--- src/rtl/periph_bus_pkg.sv ---
// Shared types for the local peripheral port sequencer: FSM states, bus
// owner encoding and the strobe counter width.
package periph_bus_pkg;

  typedef enum logic [2:0] {
    ST_IDLE,
    ST_SETUP,
    ST_STROBE,
    ST_HOLD,
    ST_DONE_H,
    ST_DONE_B
  } state_t;

  typedef enum logic {
    OWN_HOST = 1'b0,
    OWN_BOOT = 1'b1
  } owner_t;

  localparam int CNT_W = 4;

endpackage

--- src/rtl/periph_rr_arb2.sv ---
// Two-requester round-robin grant. On a tie the requester not granted last
// wins; the last-grant register only moves when a grant is issued.
module periph_rr_arb2
  import periph_bus_pkg::*;
(
  input  logic CLK,
  input  logic RESET_n,
  input  logic en,
  input  logic req_host,
  input  logic req_boot,
  output logic gnt,
  output logic gnt_host
);

  owner_t last_reg;

  always_comb begin
    gnt = en && (req_host || req_boot);
    if (req_host && req_boot)
      gnt_host = (last_reg == OWN_BOOT);
    else
      gnt_host = req_host;
  end

  always_ff @(posedge CLK or negedge RESET_n) begin
    if (!RESET_n)
      last_reg <= OWN_BOOT;
    else if (gnt)
      last_reg <= gnt_host ? OWN_HOST : OWN_BOOT;
  end

endmodule

--- src/rtl/periph_bus_arbiter.sv ---
// Shares the 8-bit local peripheral port between the Zorro III slave path and
// the boot loader, sequencing SETUP / STROBE / HOLD with registered strobes.
module periph_bus_arbiter
  import periph_bus_pkg::*;
#(
  parameter int WAIT_CYCLES = 2
) (
  input  logic       CLK,
  input  logic       RESET_n,
  input  logic       host_sel,
  input  logic       FCS_n,
  input  logic       host_read,
  input  logic [7:0] host_din,
  output logic [7:0] host_dout,
  output logic       host_dtack,
  input  logic       boot_req,
  input  logic       boot_read,
  input  logic [7:0] boot_din,
  output logic [7:0] boot_dout,
  output logic       boot_ack,
  output logic       dev_cs_n,
  output logic       dev_rd_n,
  output logic       dev_wr_n,
  output logic [7:0] dev_dout,
  input  logic [7:0] dev_din,
  output logic       dev_oe,
  output logic       busy
);

  generate
    if (WAIT_CYCLES < 1 || WAIT_CYCLES > (1 << CNT_W) - 1) begin : g_bad_wait
      $error("periph_bus_arbiter: WAIT_CYCLES must be within 1..15");
    end
  endgenerate

  localparam logic [CNT_W-1:0] CNT_INIT = CNT_W'(WAIT_CYCLES - 1);

  state_t           state_reg;
  owner_t           owner_reg;
  logic             pend_reg;
  logic             read_reg;
  logic [7:0]       wdata_reg;
  logic [7:0]       rdata_reg;
  logic [CNT_W-1:0] cnt_reg;
  logic             abort_reg;
  logic             armed_reg;

  logic host_req;
  logic arb_en;
  logic gnt;
  logic gnt_host;

  // The host must release FCS_n between grants, otherwise a strobe still held
  // low after DTACK would immediately start a second device cycle.
  assign host_req = host_sel && !FCS_n && armed_reg;
  assign arb_en   = (state_reg == ST_IDLE) && !pend_reg;

  periph_rr_arb2 u_arb (
    .CLK      (CLK),
    .RESET_n  (RESET_n),
    .en       (arb_en),
    .req_host (host_req),
    .req_boot (boot_req),
    .gnt      (gnt),
    .gnt_host (gnt_host)
  );

  always_ff @(posedge CLK or negedge RESET_n) begin
    if (!RESET_n) begin
      state_reg  <= ST_IDLE;
      owner_reg  <= OWN_BOOT;
      pend_reg   <= 1'b0;
      read_reg   <= 1'b1;
      wdata_reg  <= 8'h00;
      rdata_reg  <= 8'hFF;
      cnt_reg    <= '0;
      abort_reg  <= 1'b0;
      armed_reg  <= 1'b1;
      host_dout  <= 8'hFF;
      boot_dout  <= 8'hFF;
      host_dtack <= 1'b0;
      boot_ack   <= 1'b0;
      busy       <= 1'b0;
      dev_cs_n   <= 1'b1;
      dev_rd_n   <= 1'b1;
      dev_wr_n   <= 1'b1;
      dev_dout   <= 8'h00;
      dev_oe     <= 1'b0;
    end else begin
      boot_ack <= 1'b0;

      if (FCS_n)
        armed_reg <= 1'b1;
      else if (gnt && gnt_host)
        armed_reg <= 1'b0;

      // A host strobe released mid-cycle turns the access into an abort; the
      // device cycle still runs to completion so the peripheral sees full timing.
      if (owner_reg == OWN_HOST && FCS_n && (pend_reg || state_reg != ST_IDLE))
        abort_reg <= 1'b1;

      case (state_reg)
        ST_IDLE: begin
          if (pend_reg) begin
            pend_reg  <= 1'b0;
            state_reg <= ST_SETUP;
            busy      <= 1'b1;
            dev_cs_n  <= 1'b0;
            if (!read_reg) begin
              dev_oe   <= 1'b1;
              dev_dout <= wdata_reg;
            end
          end else if (gnt) begin
            pend_reg  <= 1'b1;
            owner_reg <= gnt_host ? OWN_HOST : OWN_BOOT;
            read_reg  <= gnt_host ? host_read : boot_read;
            wdata_reg <= gnt_host ? host_din : boot_din;
            abort_reg <= 1'b0;
          end
        end

        ST_SETUP: begin
          state_reg <= ST_STROBE;
          cnt_reg   <= CNT_INIT;
          dev_rd_n  <= !read_reg;
          dev_wr_n  <= read_reg;
        end

        ST_STROBE: begin
          if (cnt_reg == '0) begin
            state_reg <= ST_HOLD;
            dev_rd_n  <= 1'b1;
            dev_wr_n  <= 1'b1;
            if (read_reg)
              rdata_reg <= dev_din;
          end else begin
            cnt_reg <= cnt_reg - 1'b1;
          end
        end

        ST_HOLD: begin
          dev_cs_n <= 1'b1;
          dev_oe   <= 1'b0;
          if (owner_reg == OWN_BOOT) begin
            state_reg <= ST_DONE_B;
            boot_ack  <= 1'b1;
            if (read_reg)
              boot_dout <= rdata_reg;
          end else if (abort_reg || FCS_n) begin
            state_reg <= ST_IDLE;
            busy      <= 1'b0;
          end else begin
            state_reg  <= ST_DONE_H;
            host_dtack <= 1'b1;
            if (read_reg)
              host_dout <= rdata_reg;
          end
        end

        ST_DONE_H: begin
          if (FCS_n) begin
            state_reg  <= ST_IDLE;
            host_dtack <= 1'b0;
            busy       <= 1'b0;
          end
        end

        ST_DONE_B: begin
          state_reg <= ST_IDLE;
          busy      <= 1'b0;
        end

        default: begin
          state_reg <= ST_IDLE;
          busy      <= 1'b0;
        end
      endcase
    end
  end

endmodule

--- config.mk ---
export PLATFORM = sky130hd
export DESIGN_NAME = periph_bus_arbiter
export DESIGN_NICKNAME = d
export VERILOG_FILES = /design/src/rtl/periph_bus_pkg.sv /design/src/rtl/periph_rr_arb2.sv /design/src/rtl/periph_bus_arbiter.sv
export SDC_FILE = /design/constraint.sdc
export NUM_CORES = 1
export LEC_CHECK = 0
export ABC_AREA = 1
export CORE_MARGIN = 2
export CORE_UTILIZATION = 45
export CTS_CLUSTER_DIAMETER = 200
export DETAILED_ROUTE_END_ITERATION = 7
export PLACE_DENSITY = 0.75
export SYNTH_ARGS = -nofsm -noshare
export SYNTH_HDL_FRONTEND = slang
export SYNTH_SLANG_ARGS = --single-unit
--- constraint.sdc ---
create_clock -name CLK -period 1.5 [get_ports CLK]
set_clock_uncertainty 0.15 [all_clocks]
set_input_delay 0.3 -clock CLK [delete_from_list [all_inputs] [get_ports CLK]]
set_output_delay 0.3 -clock CLK [all_outputs]
set_load 0.05 [all_outputs]
==> flow_summary.json <==
{
  "critPathTopFamily": "simple AND/OR/NAND/NOR gates",
  "first_pass_iters": 4,
  "wirelength_met1_mm": 2.71,
  "cp-startpoint": "state_reg[2]",
  "synth_seq_area_share_pct": 54.9,
  "drc": 0,
  "worstSkewPairLatency_ns": 0.34,
  "hold_slack_ns": 0.335,
  "yosys.area_share.simple_pct": 24.8,
  "power_density_mw_per_mm2": 2390,
  "setup_viol": 18,
  "max_cap_violations": 0,
  "syn2layout_area_growth_pct": 57.8,
  "violations": "negative setup slack",
  "synth_fa_ha_area_share_pct": 0.891,
  "cp.required_ns": 1.58,
  "cts_tree": "done",
  "r2r_start": "state_reg[2]",
  "die_area_mm2": 0.00689,
  "root_buffer": "clkbuf_8",
  "wl_per_cell_um": 13.8,
  "grt_overflow": 0,
  "final.min_clock_period_ns": 1.55,
  "slew_violations": 0,
  "grt_use_total_pct": 18.8,
  "critical_path.endpoint": "wdata_reg[2]",
  "top_layer": "met4",
  "worstPathArrival_ns": 1.63,
  "path_cells": "nor2_4, nand2_4, nor2_8, inv_4, nor2_8, clkbuf_16, o21ai_2",
  "viasPerCell": 4.84,
  "fp.dieH_um": 83.0,
  "slew_headroom_pct": 77.2,
  "hpwl_mm": 4.19,
  "n_antenna_cell": 0,
  "swShare_pct": 42.0,
  "crit_fanout": 6,
  "r2r_slack_ns": -0.05,
  "met2_length_mm": 3.37,
  "grt_setup_unrepaired": "true",
  "numCtsBuffers": 9,
  "synth_top_cell_area_share_pct": 29.0,
  "synthArstFlopShare_pct": 100,
  "wl_mm": 6.57,
  "cpPeakStageDelay_ns": 0.43,
  "dp_cells": 448,
  "clock-sinks": 60,
  "cp.depth": 7,
  "cp_common_cell": "nor2_8",
  "ioPinCount": 62,
  "max_freq_mhz": 647,
  "synth_fp_nets": 331,
  "synth_mux_area_share_pct": 0,
  "synth_warnings": 0,
  "r2r_cells": 7,
  "antenna_found_initial": 0,
  "synth-edff-count": 0,
  "layout-drive-gt1-share_pct": 44.0,
  "intPower_mw": 6.16,
  "clockPowerShare_pct": 15.1,
  "ys_ff_latch": 60,
  "period_share_pct": 103,
  "power_switching_mw": 4.45,
  "grt_max_degree": 61,
  "n_fill_cell": 416,
  "power_frac_seq_pct": 30.2,
  "synth-xor-area-share_pct": 0.312,
  "synth_cell_type_count": 27,
  "ir_drop_mv": 1.41,
  "io_buffers": 61,
  "hold_viol": 0,
  "p_leak_nw": 2.08,
  "critPathSlowestCell": "dfrtp_1",
  "critPathBufInv": 2,
  "h-tree-depth": 3,
  "fp-row-count": 28,
  "r2r-end": "wdata_reg[2]",
  "layout_setup_ws_ns": -0.0466,
  "worstSetupEndpointType": "register",
  "met3_length_um": 385,
  "clockBufferDepth": 2,
  "first_iter_violations": 94,
  "p_comb_share_pct": 54.7,
  "fp.coreArea_mm2": 0.00599,
  "grt_pass1_wl_mm": 10.4,
  "vias": 2301,
  "worstMarginPinSlew_ns": 0.341,
  "synth_area_leaders": "dfstp_2 29%, dfrtp_1 26%, nand2_1 13%, o21ai_2 7.5%, inv_1 4.1%",
  "synth_compound_area_share_pct": 11.7,
  "synthCells": 298,
  "synth_ff_type": "dfstp_2",
  "status": "finished with violations",
  "ant_nets": 0,
  "synth_top_family_by_area": "simple AND/OR/NAND/NOR gates",
  "seq_area_mm2": 0.00154,
  "crit_type": "reg -> reg",
  "gp_congestion": 0.820,
  "clk_pin_slew_ns": 0.07,
  "min_path_type": "in -> reg",
  "die_x_um": 83.0,
  "syn_area_mm2": 0.00281,
  "finalNonFillerCells": 475,
  "nNetsFinal": 428,
  "yosys.area.top_type": "dfstp_2",
  "multi_input_area_mm2": 0.00119,
  "avgSynthCellArea_um2": 9.42,
  "setup.worst_path.start_class": "register",
  "initial_core_util_pct": 46.9,
  "grt_pass1_vias": 2267
}
[layout by cell type, fill, tap and decap left out, drive strengths merged, types with 2 or more instances in the layout]
cell type      count
o21ai             44
nand2            102
clkbuf            14
nor2              20
bufinv             2
buf               61
dfrtp             29
ha                 2
dfstp             31
inv               34
nand4              2
nand3             22
clkdlybuf4s50     29
[logic make-up after synthesis]
| kind of cell | after synthesis |
|---|---|
| adder cells (fa/ha/maj) | 2 |
| flip-flops | 60 |
| buffers and inverters | 41 |
| AO/OA/AOI/OAI | 47 |
| XOR/XNOR | 1 |
| AND/OR/NAND/NOR | 147 |
[layer usage]
metal	global-route usage, %	up-vias
met1	23.1	1096
met3	6.96	11
li1	-	1134
met2	30.4	60
met4	6.71	0
met5	0	-
[Yosys cell counts, types with 2 or more instances]
cell type	instances
buf_6	4
buf_2	2
nor2_1	14
nand2_2	2
nand2_4	2
dfrtp_1	29
inv_1	31
nand3_1	20
nor2_8	2
dfstp_2	31
nor2_4	4
o21ai_1	5
inv_4	2
o21ai_2	24
o21ai_0	15
nand4_1	2
nand2_1	98
ha_1	2
[worst min-delay path by stage]
stage | from | to | slack (ns) | depth (start not counted)
2_1_floorplan | RESET_n | abort_reg | -0.15 | 0
3_3_place_gp | RESET_n | cnt_reg[0] | 0.18 | 2
3_5_place_dp | RESET_n | cnt_reg[0] | 0.18 | 2
4_1_cts | wdata_reg[5] | wdata_reg[5] | 0.33 | 2
5_1_grt | dev_din[1] | rdata_reg[1] | 0.33 | 3
6_report | dev_din[1] | rdata_reg[1] | 0.33 | 3
[area by class of cell]
cell class                      count  area share [%]
Multi-Input combinational cell    197            27.0
Tap cell                           75            2.12
Clock inverter                      4            1.64
Inverter                           34            2.99
Timing Repair Buffer               93            28.2
Sequential cell                    60            34.8
Clock buffer                       12            3.28
[worst register-to-register path, stage by stage (launching register included)]
cell	delay (ns)
dfrtp_1	0.43
nor2_4	0.19
nand2_4	0.11
nor2_8	0.12
inv_4	0.06
nor2_8	0.15
clkbuf_16	0.18
o21ai_2	0.05
[through the flow]
stage	cell area [um^2]	util [%]	setup WS [ns]	power (mW)	TNS, ns
2_1_floorplan	2810	-	0.0578	6.10	0
3_5_place_dp	3940	65.7	-0.343	8.39	-6.41
3_3_place_gp	3940	65.7	-0.290	8.24	-5.31
5_1_grt	4430	74.0	-0.0986	11.2	-1.81
6_report	4430	74.0	-0.0466	10.6	-0.397
4_1_cts	4200	70.1	-0.0163	10.1	-0.0348
[timing repair]
item	4_1_cts	5_1_grt
setup endpoints to repair	24	62
endpoints found under the hold margin	29	0
resized for setup	4	48
pin swaps	2	6
setup buffers	1	7
gates cloned	0	2
hold buffers	1	0
[power groups by stage]
stage               registers [mW]  logic (mW)  clock network [mW]
floorplan                     4.15        1.94                   0
CTS                           3.18        5.30                1.63
finish                        3.20        5.81                1.60
global route                  3.29        6.21                1.72
detailed placement            3.19        5.20                   0
global placement              3.16        5.08                   0
Note: power is estimated with default switching activity, not from simulation.
